**src/rtl/div_iter.sv**
```systemverilog
// div_iter: iterative radix-2 restoring divider for RV M-extension DIV/DIVU/REM/REMU.
// Optional DIV_EARLY_TERM_EN skips the dividend's leading zeros before iterating.
`default_nettype none

module div_iter #(
  parameter int XLEN = 32
) (
  input  logic            clk,
  input  logic            reset,
  input  logic            StallM,
  input  logic            FlushE,
  input  logic            DivStartE,
  input  logic [XLEN-1:0] ForwardedSrcAE,
  input  logic [XLEN-1:0] ForwardedSrcBE,
  input  logic [2:0]      Funct3E,
  output logic            DivBusyE,
  output logic            DivDoneE,
  output logic [XLEN-1:0] ResultE
);

  localparam int CW = $clog2(XLEN);
  localparam logic [CW-1:0] CNT_INIT = CW'(XLEN - 1);

  typedef enum logic [2:0] {
    S_IDLE    = 3'd0,
    S_BUSY    = 3'd1,
    S_FIXUP   = 3'd2,
    S_SPECIAL = 3'd3,
    S_DONE    = 3'd4
  } state_t;

  state_t          state_q, state_d;
  logic [XLEN-1:0] a_q, a_d;
  logic [XLEN-1:0] b_q, b_d;
  logic [XLEN:0]   r_q, r_d;
  logic [XLEN-1:0] q_q, q_d;
  logic [CW-1:0]   cnt_q, cnt_d;
  logic            negq_q, negq_d;
  logic            negr_q, negr_d;
  logic            rem_sel_q, rem_sel_d;
  logic            dz_q, dz_d;
  logic [XLEN-1:0] result_q, result_d;

  logic            is_signed;
  logic            sign_a, sign_b;
  logic [XLEN-1:0] abs_a, abs_b;
  logic            div_zero, overflow;
  logic [XLEN:0]   r_shift;
  logic [XLEN+1:0] diff;
  logic            ge;
  logic [XLEN-1:0] q_fix, rem_fix;
  logic            w_unused;

`ifdef DIV_EARLY_TERM_EN
  function automatic int lzc(input logic [XLEN-1:0] v);
    int n;
    n = XLEN;
    for (int i = 0; i < XLEN; i++) begin
      if (v[i]) n = XLEN - 1 - i;
    end
    return n;
  endfunction

  int lz;
  assign lz = lzc(abs_a);
`endif

  assign is_signed = ~Funct3E[0];
  assign sign_a    = is_signed & ForwardedSrcAE[XLEN-1];
  assign sign_b    = is_signed & ForwardedSrcBE[XLEN-1];
  assign abs_a     = sign_a ? (~ForwardedSrcAE + 1'b1) : ForwardedSrcAE;
  assign abs_b     = sign_b ? (~ForwardedSrcBE + 1'b1) : ForwardedSrcBE;
  assign div_zero  = (ForwardedSrcBE == '0);
  assign overflow  = is_signed && (ForwardedSrcAE == {1'b1, {(XLEN-1){1'b0}}})
                     && (ForwardedSrcBE == '1);

  // Carry out of the widened subtractor is the R' >= |B| decision.
  assign r_shift = {r_q[XLEN-1:0], a_q[XLEN-1]};
  assign diff    = {1'b0, r_shift} - {2'b00, b_q};
  assign ge      = ~diff[XLEN+1];

  assign q_fix   = negq_q ? (~q_q + 1'b1) : q_q;
  assign rem_fix = negr_q ? (~r_q[XLEN-1:0] + 1'b1) : r_q[XLEN-1:0];

  assign w_unused = Funct3E[2] ^ r_q[XLEN];

  always_comb begin
    state_d   = state_q;
    a_d       = a_q;
    b_d       = b_q;
    r_d       = r_q;
    q_d       = q_q;
    cnt_d     = cnt_q;
    negq_d    = negq_q;
    negr_d    = negr_q;
    rem_sel_d = rem_sel_q;
    dz_d      = dz_q;
    result_d  = result_q;

    if (FlushE) begin
      state_d = S_IDLE;
    end else begin
      case (state_q)
        S_IDLE: begin
          if (DivStartE) begin
            rem_sel_d = Funct3E[1];
            negq_d    = sign_a ^ sign_b;
            negr_d    = sign_a;
            b_d       = abs_b;
            r_d       = '0;
            q_d       = '0;
            cnt_d     = CNT_INIT;
            dz_d      = div_zero;
            if (div_zero || overflow) begin
              // Special cases need the raw dividend, not its magnitude.
              a_d     = ForwardedSrcAE;
              state_d = S_SPECIAL;
            end else begin
`ifdef DIV_EARLY_TERM_EN
              if (abs_a == '0) begin
                a_d     = '0;
                state_d = S_FIXUP;
              end else begin
                a_d     = abs_a << lz;
                cnt_d   = CW'(XLEN - 1 - lz);
                state_d = S_BUSY;
              end
`else
              a_d     = abs_a;
              state_d = S_BUSY;
`endif
            end
          end
        end
        S_BUSY: begin
          r_d = ge ? diff[XLEN:0] : r_shift;
          q_d = {q_q[XLEN-2:0], ge};
          a_d = a_q << 1;
          if (cnt_q == '0) state_d = S_FIXUP;
          else             cnt_d   = cnt_q - CW'(1);
        end
        S_FIXUP: begin
          result_d = rem_sel_q ? rem_fix : q_fix;
          state_d  = S_DONE;
        end
        S_SPECIAL: begin
          if (dz_q) result_d = rem_sel_q ? a_q : '1;
          else      result_d = rem_sel_q ? '0  : a_q;
          state_d = S_DONE;
        end
        S_DONE: begin
          if (!StallM) state_d = S_IDLE;
        end
        default: state_d = S_IDLE;
      endcase
    end
  end

  always_ff @(posedge clk) begin
    if (reset) begin
      state_q   <= S_IDLE;
      a_q       <= '0;
      b_q       <= '0;
      r_q       <= '0;
      q_q       <= '0;
      cnt_q     <= '0;
      negq_q    <= 1'b0;
      negr_q    <= 1'b0;
      rem_sel_q <= 1'b0;
      dz_q      <= 1'b0;
      result_q  <= '0;
    end else begin
      state_q   <= state_d;
      a_q       <= a_d;
      b_q       <= b_d;
      r_q       <= r_d;
      q_q       <= q_d;
      cnt_q     <= cnt_d;
      negq_q    <= negq_d;
      negr_q    <= negr_d;
      rem_sel_q <= rem_sel_d;
      dz_q      <= dz_d;
      result_q  <= result_d;
    end
  end

  assign DivBusyE = (state_q == S_BUSY) || (state_q == S_FIXUP) || (state_q == S_SPECIAL)
                    || ((state_q == S_IDLE) && DivStartE && !FlushE);
  assign DivDoneE = (state_q == S_DONE);
  assign ResultE  = result_q;

endmodule

`default_nettype wire

```
**config.mk**
```make
export PLATFORM = sky130hd
export DESIGN_NAME = div_iter
export DESIGN_NICKNAME = d
export VERILOG_FILES = /design/src/rtl/div_iter.sv
export SDC_FILE = /design/constraint.sdc
export NUM_CORES = 1
export LEC_CHECK = 0
export ABC_AREA = 1
export CAP_MARGIN = 20
export CORE_MARGIN = 3
export CORE_UTILIZATION = 45
export CTS_CLUSTER_SIZE = 24
export DETAILED_ROUTE_END_ITERATION = 8
export GPL_ROUTABILITY_DRIVEN = 1
export PLACE_DENSITY = 0.75
export SLEW_MARGIN = 20
export SYNTH_ARGS = -nofsm -noshare
export SYNTH_HDL_FRONTEND = slang
export SYNTH_SLANG_ARGS = --single-unit
```
**constraint.sdc**
```tcl
create_clock -name clk -period 4.3 [get_ports clk]
set_clock_uncertainty 0.15 [all_clocks]
set_input_delay 0.43 -clock clk [delete_from_list [all_inputs] [get_ports clk]]
set_output_delay 0.43 -clock clk [all_outputs]
set_load 0.02 [all_outputs]
```
### Yosys cells after proc, flatten, opt, wreduce, memory -nomap -nowiden

Index checks and enable logic that the tools add are counted.

| word-level totals | value |
|---|---|
| flip-flop bits (word level) | 172 |
| output and inout bits | 34 |
| word-level logic and storage cells | 83 |

| cells by class | value |
|---|---|
| add/subtract/negate cells | 6 |
| equal/unequal tests | 10 |
| mux-type cells | 25 |
| bitwise gates (word level) | 10 |
| reduce and logical (&&, ||, !) cells | 21 |

Operators with widths:

| operator | count |
|---|---|
| two-way mux 32 bit | 13 |
| case mux 32 bit (2 select lines) | 4 |
| adder 32 x 1 -> 32 bit, second input constant | 4 |
| inverter 32 bit | 4 |
| == test 32 bit, second input constant | 2 |
| subtractor 33 x 32 -> 34 bit | 1 |
| logical NOT 32 bit | 1 |
| case mux 3 bit (4 select lines) | 1 |
| two-way mux 5 bit | 2 |
| case mux 5 bit (2 select lines) | 1 |
| two-way mux 3 bit | 3 |
| AND reduction 3 bit | 3 |
| != test 2 bit, second input constant | 4 |
| == test 3 x 2 -> 1 bit, second input constant | 2 |
| logical NOT 5 bit | 1 |
| subtractor 5 x 1 -> 5 bit, second input constant | 1 |
| logical AND 1 bit | 4 |
| logical OR 1 bit | 4 |
| AND reduction 4 bit | 1 |
| nonzero test 2 bit | 2 |
| OR reduction 2 bit | 2 |
| == test 3 x 1 -> 1 bit, second input constant | 1 |
| == test 3 bit, second input constant | 1 |
| logical NOT 3 bit | 1 |
| other kinds (6) | 9 |

### Depth between registers and ports, before layout

Gate-level depths: netlist of the first run.

| depth | value |
|---|---|
| depth after elaboration | 7 |
| depth in mapped cells | 16 |
| gate-level depth less buffers | 16 |

### Least setup slack after synthesis of the first run

OpenSTA, ideal clock, no wires.

| timing path | value |
|---|---|
| kind | reg2reg |
| start | register b_q[19] |
| end | register r_q[16] |
| data arrival time | 1872 ps |
| data required time | 4018 ps |
| setup slack | 2146 ps |
| cell stages (with the launch flop) | 12 |
| buffers on the path | 1 |
| period minus slack after synthesis | 2154 ps |
| path through | dfxtp_1 -> inv_1 -> ha_1 -> nand2_2 -> inv_2 -> a21oi_1 -> o21ai_1 -> a21oi_4 -> clkbuf_1 -> nand3_1 -> nand3_1 -> a21oi_1 |

| on the way | value |
|---|---|
| longest elaborated chain between the ends | 3 |

RTL lines:

| element | line | RTL |
|---|---|---|
| start: declaration | 34 | `logic [XLEN-1:0] b_q, b_d;` |
| start signal: assignment | 163 | `b_q <= '0;` |
| start signal: assignment | 175 | `b_q <= b_d;` |
| subtractor 33 x 32 -> 34 bit | 79 | `assign diff = {1'b0, r_shift} - {2'b00, b_q};` |
| two-way mux 32 bit | 136 | `r_d = ge ? diff[XLEN:0] : r_shift;` |
| case mux 32 bit (2 select lines) | 103 | `case (state_q)` |
| end signal: assignment | 176 | `r_q <= r_d;` |
| end: declaration | 35 | `logic [XLEN:0] r_q, r_d;` |

No other way between the ends.
A chain may end at the register's enable or synchronous reset.

### Final worst setup path of the first run

| timing path | value |
|---|---|
| start | register r_q[6] |
| end | register r_q[18] |

| on the way | value |
|---|---|
| longest elaborated chain between the ends | 3 |

RTL lines:

| element | line |
|---|---|
| subtractor 33 x 32 -> 34 bit | 79 |
| two-way mux 32 bit | 136 |
| case mux 32 bit (2 select lines) | 103 |

No other way between the ends.

==> results of run 1 <==
[metal layers]
layer / routed length [um] / vias to the layer above / global-route usage, %
li1: - / 8555 / -
met1: 23000 / 7827 / 38.1
met2: 23800 / 601 / 48.3
met3: 3140 / 109 / 4.02
met4: 1830 / 0 / 10.8
met5: 0 / - / 0
[Yosys cell counts (7+ instances only)]
| cell type | number |
|---|---|
| nor2_2 | 7 |
| inv_2 | 8 |
| nand3_1 | 253 |
| inv_1 | 295 |
| a21oi_2 | 17 |
| clkbuf_1 | 70 |
| o211ai_1 | 22 |
| nand2_2 | 16 |
| buf_2 | 23 |
| o21ai_1 | 7 |
| buf_1 | 8 |
| xor2_1 | 27 |
| o21ai_0 | 187 |
| dfxtp_1 | 172 |
| nand4_1 | 63 |
| a211oi_1 | 7 |
| nand3b_1 | 7 |
| nor3_1 | 26 |
| a21oi_1 | 217 |
| a31oi_1 | 20 |
| nor2_1 | 257 |
| xnor2_1 | 20 |
| ha_1 | 39 |
| o21bai_1 | 7 |
| nand2_1 | 761 |
| and2_1 | 9 |
[final cells by class]
type	count	area [um2]
clock buffers	18	439
clock inverters	14	205
fillers	3427	15300
inverters	306	1150
multi-input cells	2007	9760
flip-flops and latches	172	3440
well taps	435	544
repair buffers	125	1200
[worst paths after layout]
check	endpoint	slack, ps
setup / recovery	r_q[18]$_SDFFE_PP0P_	1180
setup reg to reg	r_q[18]$_SDFFE_PP0P_	1180
hold reg to reg	cnt_q[0]$_SDFFE_PP0P_	320
hold / removal	b_q[31]$_SDFFE_PP0P_	320
[sequential cells by signal, summed over array words and instances, names as in the netlist]
register   count
rem_sel_q      1
r_q           32
dz_q           1
ResultE       32
state_q        3
negq_q         1
q_q           32
b_q           32
cnt_q          5
a_q           32
negr_q         1
[power by group through the flow]
stage               registers, mW  clock network [mW]  logic (mW)
finish                       1.72                1.75        1.08
CTS                          1.72                1.76        1.06
detailed placement           1.76                   0        1.05
global route                 1.73                1.83        1.20
floorplan                    1.75                   0       0.704
global placement             1.76                   0        1.05
[cells in the final DEF, fill, tap and decap left out, types with 3 or more instances in the layout]
cell and n:
a211oi_1 7, a21oi_1 217, a21oi_2 17, a31oi_1 20, and2_1 9, buf_4 22
bufinv_16 4, clkbuf_16 17, clkdlybuf4s50_1 103, clkinv_1 3, dfxtp_1 171, ha_1 39
inv_1 295, inv_2 8, inv_6 4, nand2_1 760, nand2_2 16, nand2_4 3
nand3_1 253, nand3b_1 7, nand4_1 63, nor2_1 255, nor2_2 7, nor2_4 4
nor3_1 25, nor4_1 3, o211ai_1 22, o21ai_0 187, o21ai_1 7, o21bai_1 7
o221ai_1 5, o22ai_1 4, or2_2 6, xnor2_1 20, xor2_1 27
[cells by family after synthesis]
kind of cell               Yosys count  synth area share, %
and+or+nand+nor                   1420                 40.9
AOI/OAI and AO/OA                  498                 18.4
buffers and inverters              415                 11.1
DFF                                172                 23.2
xor gates and xnor gates            47                 2.78
adders and majority gates           40                 3.43
muxes                                2                0.152
==> impl_metrics.json, run 1 <==
{
  "status": "finished clean",
  "drv_cap": 0,
  "switching_share_pct": 33.5,
  "rsz0062_at_grt": "false",
  "dp.cells": 3045,
  "critical_path_class": "reg2reg",
  "grt_start_max_net_pins": 92,
  "crit_chain": "ha_1 -> nand2_1 -> inv_1 -> nand2_1 -> nand2_1 -> inv_1 -> nand3_1 -> nand2_1 -> nand2_1 -> nand2_2 -> nand2_2 -> nand3_1 -> nand3_1 -> a21oi_1",
  "syn_area_um2": 14800,
  "hold_depth": 2,
  "routed_via_density": 5.55,
  "cp.arrival_ps": 3280,
  "via_count": 17092,
  "synth_top_cells_by_area": "dfxtp_1 (23%), nand2_1 (19%), nand3_1 (8.5%)",
  "reg2reg_depth": 14,
  "cts_post_setup_buffers_inserted": 0,
  "cts_buffers": 17,
  "power.density_nw_per_um2": 272,
  "report.final.slew_viol_count": 0,
  "fp.coreArea_um2": 32000,
  "crit_start": "r_q[6]$_SDFFE_PP0P_",
  "layout-drive-gt1-share_pct": 4.88,
  "clock_tree.root_cell": "clkbuf_16",
  "worst_skew_pair.late_latency_ps": 450,
  "grt_remaining_overflow": 0,
  "synth_top_area_share_pct": 23.2,
  "dp_hpwl_mm": 40.4,
  "syn_avg_cell_area_um2": 5.72,
  "groute.usage.overall_pct": 28.9,
  "setup-tns-final_ps": 0,
  "cp_slowest_cell": "nand2_2",
  "p_total_mw": 4.55,
  "critPathBufInv": 2,
  "ys.flop_type": "dfxtp_1",
  "first_pass_iters": 6,
  "min_from": "reset",
  "cp.depth": 14,
  "syn2layout_area_growth_pct": 12.9,
  "dieArea_um2": 35200,
  "cp-start-kind": "flop",
  "final_cell_area_um2": 16700,
  "final_util_pct": 52.2,
  "async_flop_share_pct": 0,
  "wl_mm": 51.7,
  "initial_core_util_pct": 46.3,
  "cts.clk_slew.worst_paths_ps": 70,
  "critPathMaxStageDelay_ps": 470,
  "wl_per_cell_um": 16.8,
  "cp-end-kind": "flop",
  "clock_sinks": 172,
  "p_seq_share_pct": 37.9,
  "synth_seq_cells": 172,
  "min_path_type": "in2reg",
  "p_clk_share_pct": 38.4,
  "hold-worst-slack_ps": 317,
  "io_pins": 106,
  "finalCriticalPeriod_ps": 3120,
  "fin_nets": 2741,
  "ys_types": 50,
  "synth_edf_count": 0,
  "cts_resized": 0,
  "synth_top_area_cell": "dfxtp_1",
  "r2r_start": "r_q[6]$_SDFFE_PP0P_",
  "place.gp.congestion": 0.976,
  "cts_buffer_depth": 2,
  "synth_warnings": 0,
  "placedInstanceArea_um2": 16100,
  "syn_nets": 2706,
  "setup_viol": 0,
  "hold_buffers": 0,
  "switchingPower_mw": 1.53,
  "crit_required_ps": 4460,
  "slew_headroom_pct": 25.3,
  "rows": 65,
  "cts_tree": "built",
  "ant_nets": 0,
  "critical-path-top-delay-family": "simple AND/OR/NAND/NOR gates",
  "setup_slack_ps": 1180,
  "drcViolationCount": 0,
  "tightest_slew_ps": 1120,
  "ys_seq_area_share_pct": 23.2,
  "port_buffers": 104,
  "die_height_um": 188,
  "grt_antenna_before_repair": 0,
  "hold_viol_final": 0,
  "dpl_worst_slack_ps": 1080,
  "max_clock_freq_mhz": 321,
  "synthCells": 2594,
  "die_width_um": 188,
  "p_comb_share_pct": 23.7,
  "grt_first_pass_wirelength_mm": 82.4,
  "fin_crit_sh_pct": 72.5,
  "ir_drop_uv": 262,
  "drt_first_iter_violations": 1609,
  "grt_pass1_vias": 15641,
  "final_cell_count_no_fill": 3077,
  "cp_common_cell": "nand2_1",
  "p_int_mw": 3.03,
  "worstPathMaxFanout": 30,
  "antenna_cells": 0,
  "p_leak_nw": 7.83,
  "h-tree-depth": 4
}
Power figures use the tool's default switching activity.
==> run 2, diff against run 1 <==
==> constraint.sdc (replaced) <==
create_clock -name clk -period 3.2 [get_ports clk]
set_clock_uncertainty 0.15 [all_clocks]
set_input_delay 0.32 -clock clk [delete_from_list [all_inputs] [get_ports clk]]
set_output_delay 0.32 -clock clk [all_outputs]
set_load 0.02 [all_outputs]
==> run 2 against run 1 <==
Effect of this change: clock power is 15% higher; largest cell class unchanged; critical path type is now reg2out; flip-flop and latch count stayed put; hold slack worse by 83 ps; utilization is 0.27 points higher; global-route usage hardly changed; sequential share of layout area is 0.11 points lower.
==> impl_metrics.json, run 2 (synthesis gave the netlist of run 1 again) <==
{
  "routed_via_density": 5.54,
  "cp-start-kind": "flop",
  "h-tree-depth": 4,
  "max_clock_freq_mhz": 359,
  "slew_headroom_pct": 30.7,
  "wl_per_cell_um": 16.6,
  "r2r_start": "r_q[14]$_SDFFE_PP0P_",
  "critPathBufInv": 1,
  "critical_path_class": "reg2out",
  "reg2reg_depth": 13,
  "tightest_slew_ps": 1040,
  "via_count": 17167,
  "cts.clk_slew.worst_paths_ps": 70,
  "multi_input_area_um2": 9760,
  "ir_drop_uv": 348,
  "hold_buffers": 0,
  "setup-tns-final_ps": 0,
  "seqCellArea_um2": 3440,
  "n_fill_cell": 3341,
  "dieArea_um2": 35200,
  "crit_chain": "or2_1 -> nor2_1 -> nand2_1 -> nand2_4 -> nand3_1 -> clkdlybuf4s50_1",
  "status": "finished clean",
  "syn2layout_area_growth_pct": 13.5,
  "p_leak_nw": 7.88,
  "grt_antenna_before_repair": 0,
  "clock_tree.root_cell": "clkbuf_16",
  "antenna_cells": 0,
  "cp_slowest_cell": "clkdlybuf4s50_1",
  "critical-path-top-delay-family": "simple AND/OR/NAND/NOR gates",
  "final_util_pct": 52.5,
  "rsz0062_at_grt": "false",
  "first_pass_iters": 6,
  "grt_pass1_vias": 15943,
  "drt_first_iter_violations": 1543,
  "worst_skew_pair.late_latency_ps": 450,
  "cp.arrival_ps": 2310,
  "wl_mm": 51.5,
  "io_pins": 106,
  "r2r-end": "r_q[20]$_SDFFE_PP0P_",
  "die_height_um": 188,
  "rows": 65,
  "cp-end-kind": "primary output",
  "cts_buffer_depth": 2,
  "fp.coreArea_um2": 32000,
  "min_path_type": "in2reg",
  "layout_commonest_cell": "nand2_1",
  "layout-drive-gt1-share_pct": 5.49,
  "critPathMaxStageDelay_ps": 620,
  "ant_nets": 0,
  "drv_cap": 0,
  "drcViolationCount": 0,
  "grt_remaining_overflow": 0,
  "hold_depth": 2,
  "hold_viol_final": 0,
  "final_cell_area_um2": 16800,
  "initial_core_util_pct": 46.3,
  "setup_viol": 0,
  "groute.usage.overall_pct": 28.9,
  "die_width_um": 188,
  "clock_sinks": 172,
  "cts_post_setup_buffers_inserted": 0,
  "grt_first_pass_wirelength_mm": 83.1,
  "layout_common_cells": "nand2_1 (760), inv_1 (295), nor2_1 (255)",
  "fin_nets": 2761,
  "grt_start_max_net_pins": 132,
  "place.gp.congestion": 0.995,
  "fin_crit_sh_pct": 87.0,
  "placedInstanceArea_um2": 16300,
  "crit_required_ps": 2730,
  "hold_path_end": "cnt_q[4]$_SDFFE_PP0P_",
  "cts_tree": "built",
  "finalCriticalPeriod_ps": 2780,
  "power.density_nw_per_um2": 345,
  "final_cell_count_no_fill": 3096,
  "cts_resized": 0,
  "cts_buffers": 17,
  "report.final.slew_viol_count": 0,
  "dp_hpwl_mm": 40.2,
  "dp.cells": 3065,
  "min_from": "reset",
  "worstPathMaxFanout": 3,
  "port_buffers": 104,
  "reg2reg_slack_ps": 520
}
==> run 2: cell types whose count changed in the layout (fill, tap and decap cells not counted), moves of 2 or more <==
cell        change
buf_12          +3
bufinv_16       -4
buf_4          +17
inv_8           -2
clkinvlp_4      +4
==> run 2: worst max path at each step <==
| stage | start | endpoint | slack (ps) | cells after the start |
|---|---|---|---|---|
| after floorplan | b_q[19]$_SDFFE_PP0P_ | r_q[16]$_SDFFE_PP0P_ | 1050 | 11 |
| after global placement | ForwardedSrcBE[0] | a_q[10]$_SDFFE_PP0P_ | 420 | 12 |
| after detailed placement | ForwardedSrcBE[0] | a_q[3]$_SDFFE_PP0P_ | 370 | 12 |
| after CTS | state_q[0]$_SDFFE_PP0P_ | DivBusyE | 400 | 6 |
| after global routing | r_q[6]$_SDFFE_PP0P_ | r_q[29]$_SDFFE_PP0P_ | 270 | 14 |
| final | state_q[0]$_SDFFE_PP0P_ | DivBusyE | 420 | 6 |
==> run 2: layout make-up <==
type | instances | share of cell area [%]
clock inverters | 11 | 0.520
flip-flops and latches | 172 | 20.5
inverters | 306 | 6.83
multi-input cells | 2007 | 58.0
clock buffers | 20 | 2.71
repair buffers | 145 | 8.22
well taps | 435 | 3.23
==> run 2: routing by layer <==
metal | GRT usage [%] | routed length (um) | up-vias
met5 | 0 | 0 | -
met4 | 11.7 | 1930 | 0
met3 | 4.06 | 3490 | 106
met2 | 47.5 | 23500 | 609
met1 | 38.1 | 22600 | 7866
li1 | - | - | 8586
==> run 2: where the power goes <==
group / total (mW) / switching [mW] / internal, mW
combinational: 1.46 / 0.966 / 0.498
clock: 2.02 / 0.981 / 1.04
sequential: 2.32 / 0.0833 / 2.24
==> run 2: metrics by stage <==
stage | worst slack [ps] | hold WS, ps | power (mW)
6_report | 417 | 234 | 5.81
2_1_floorplan | 1050 | 281 | 3.29
3_5_place_dp | 367 | 307 | 3.80
5_1_grt | 275 | 264 | 6.09
3_3_place_gp | 416 | 299 | 3.78
4_1_cts | 401 | 220 | 5.80
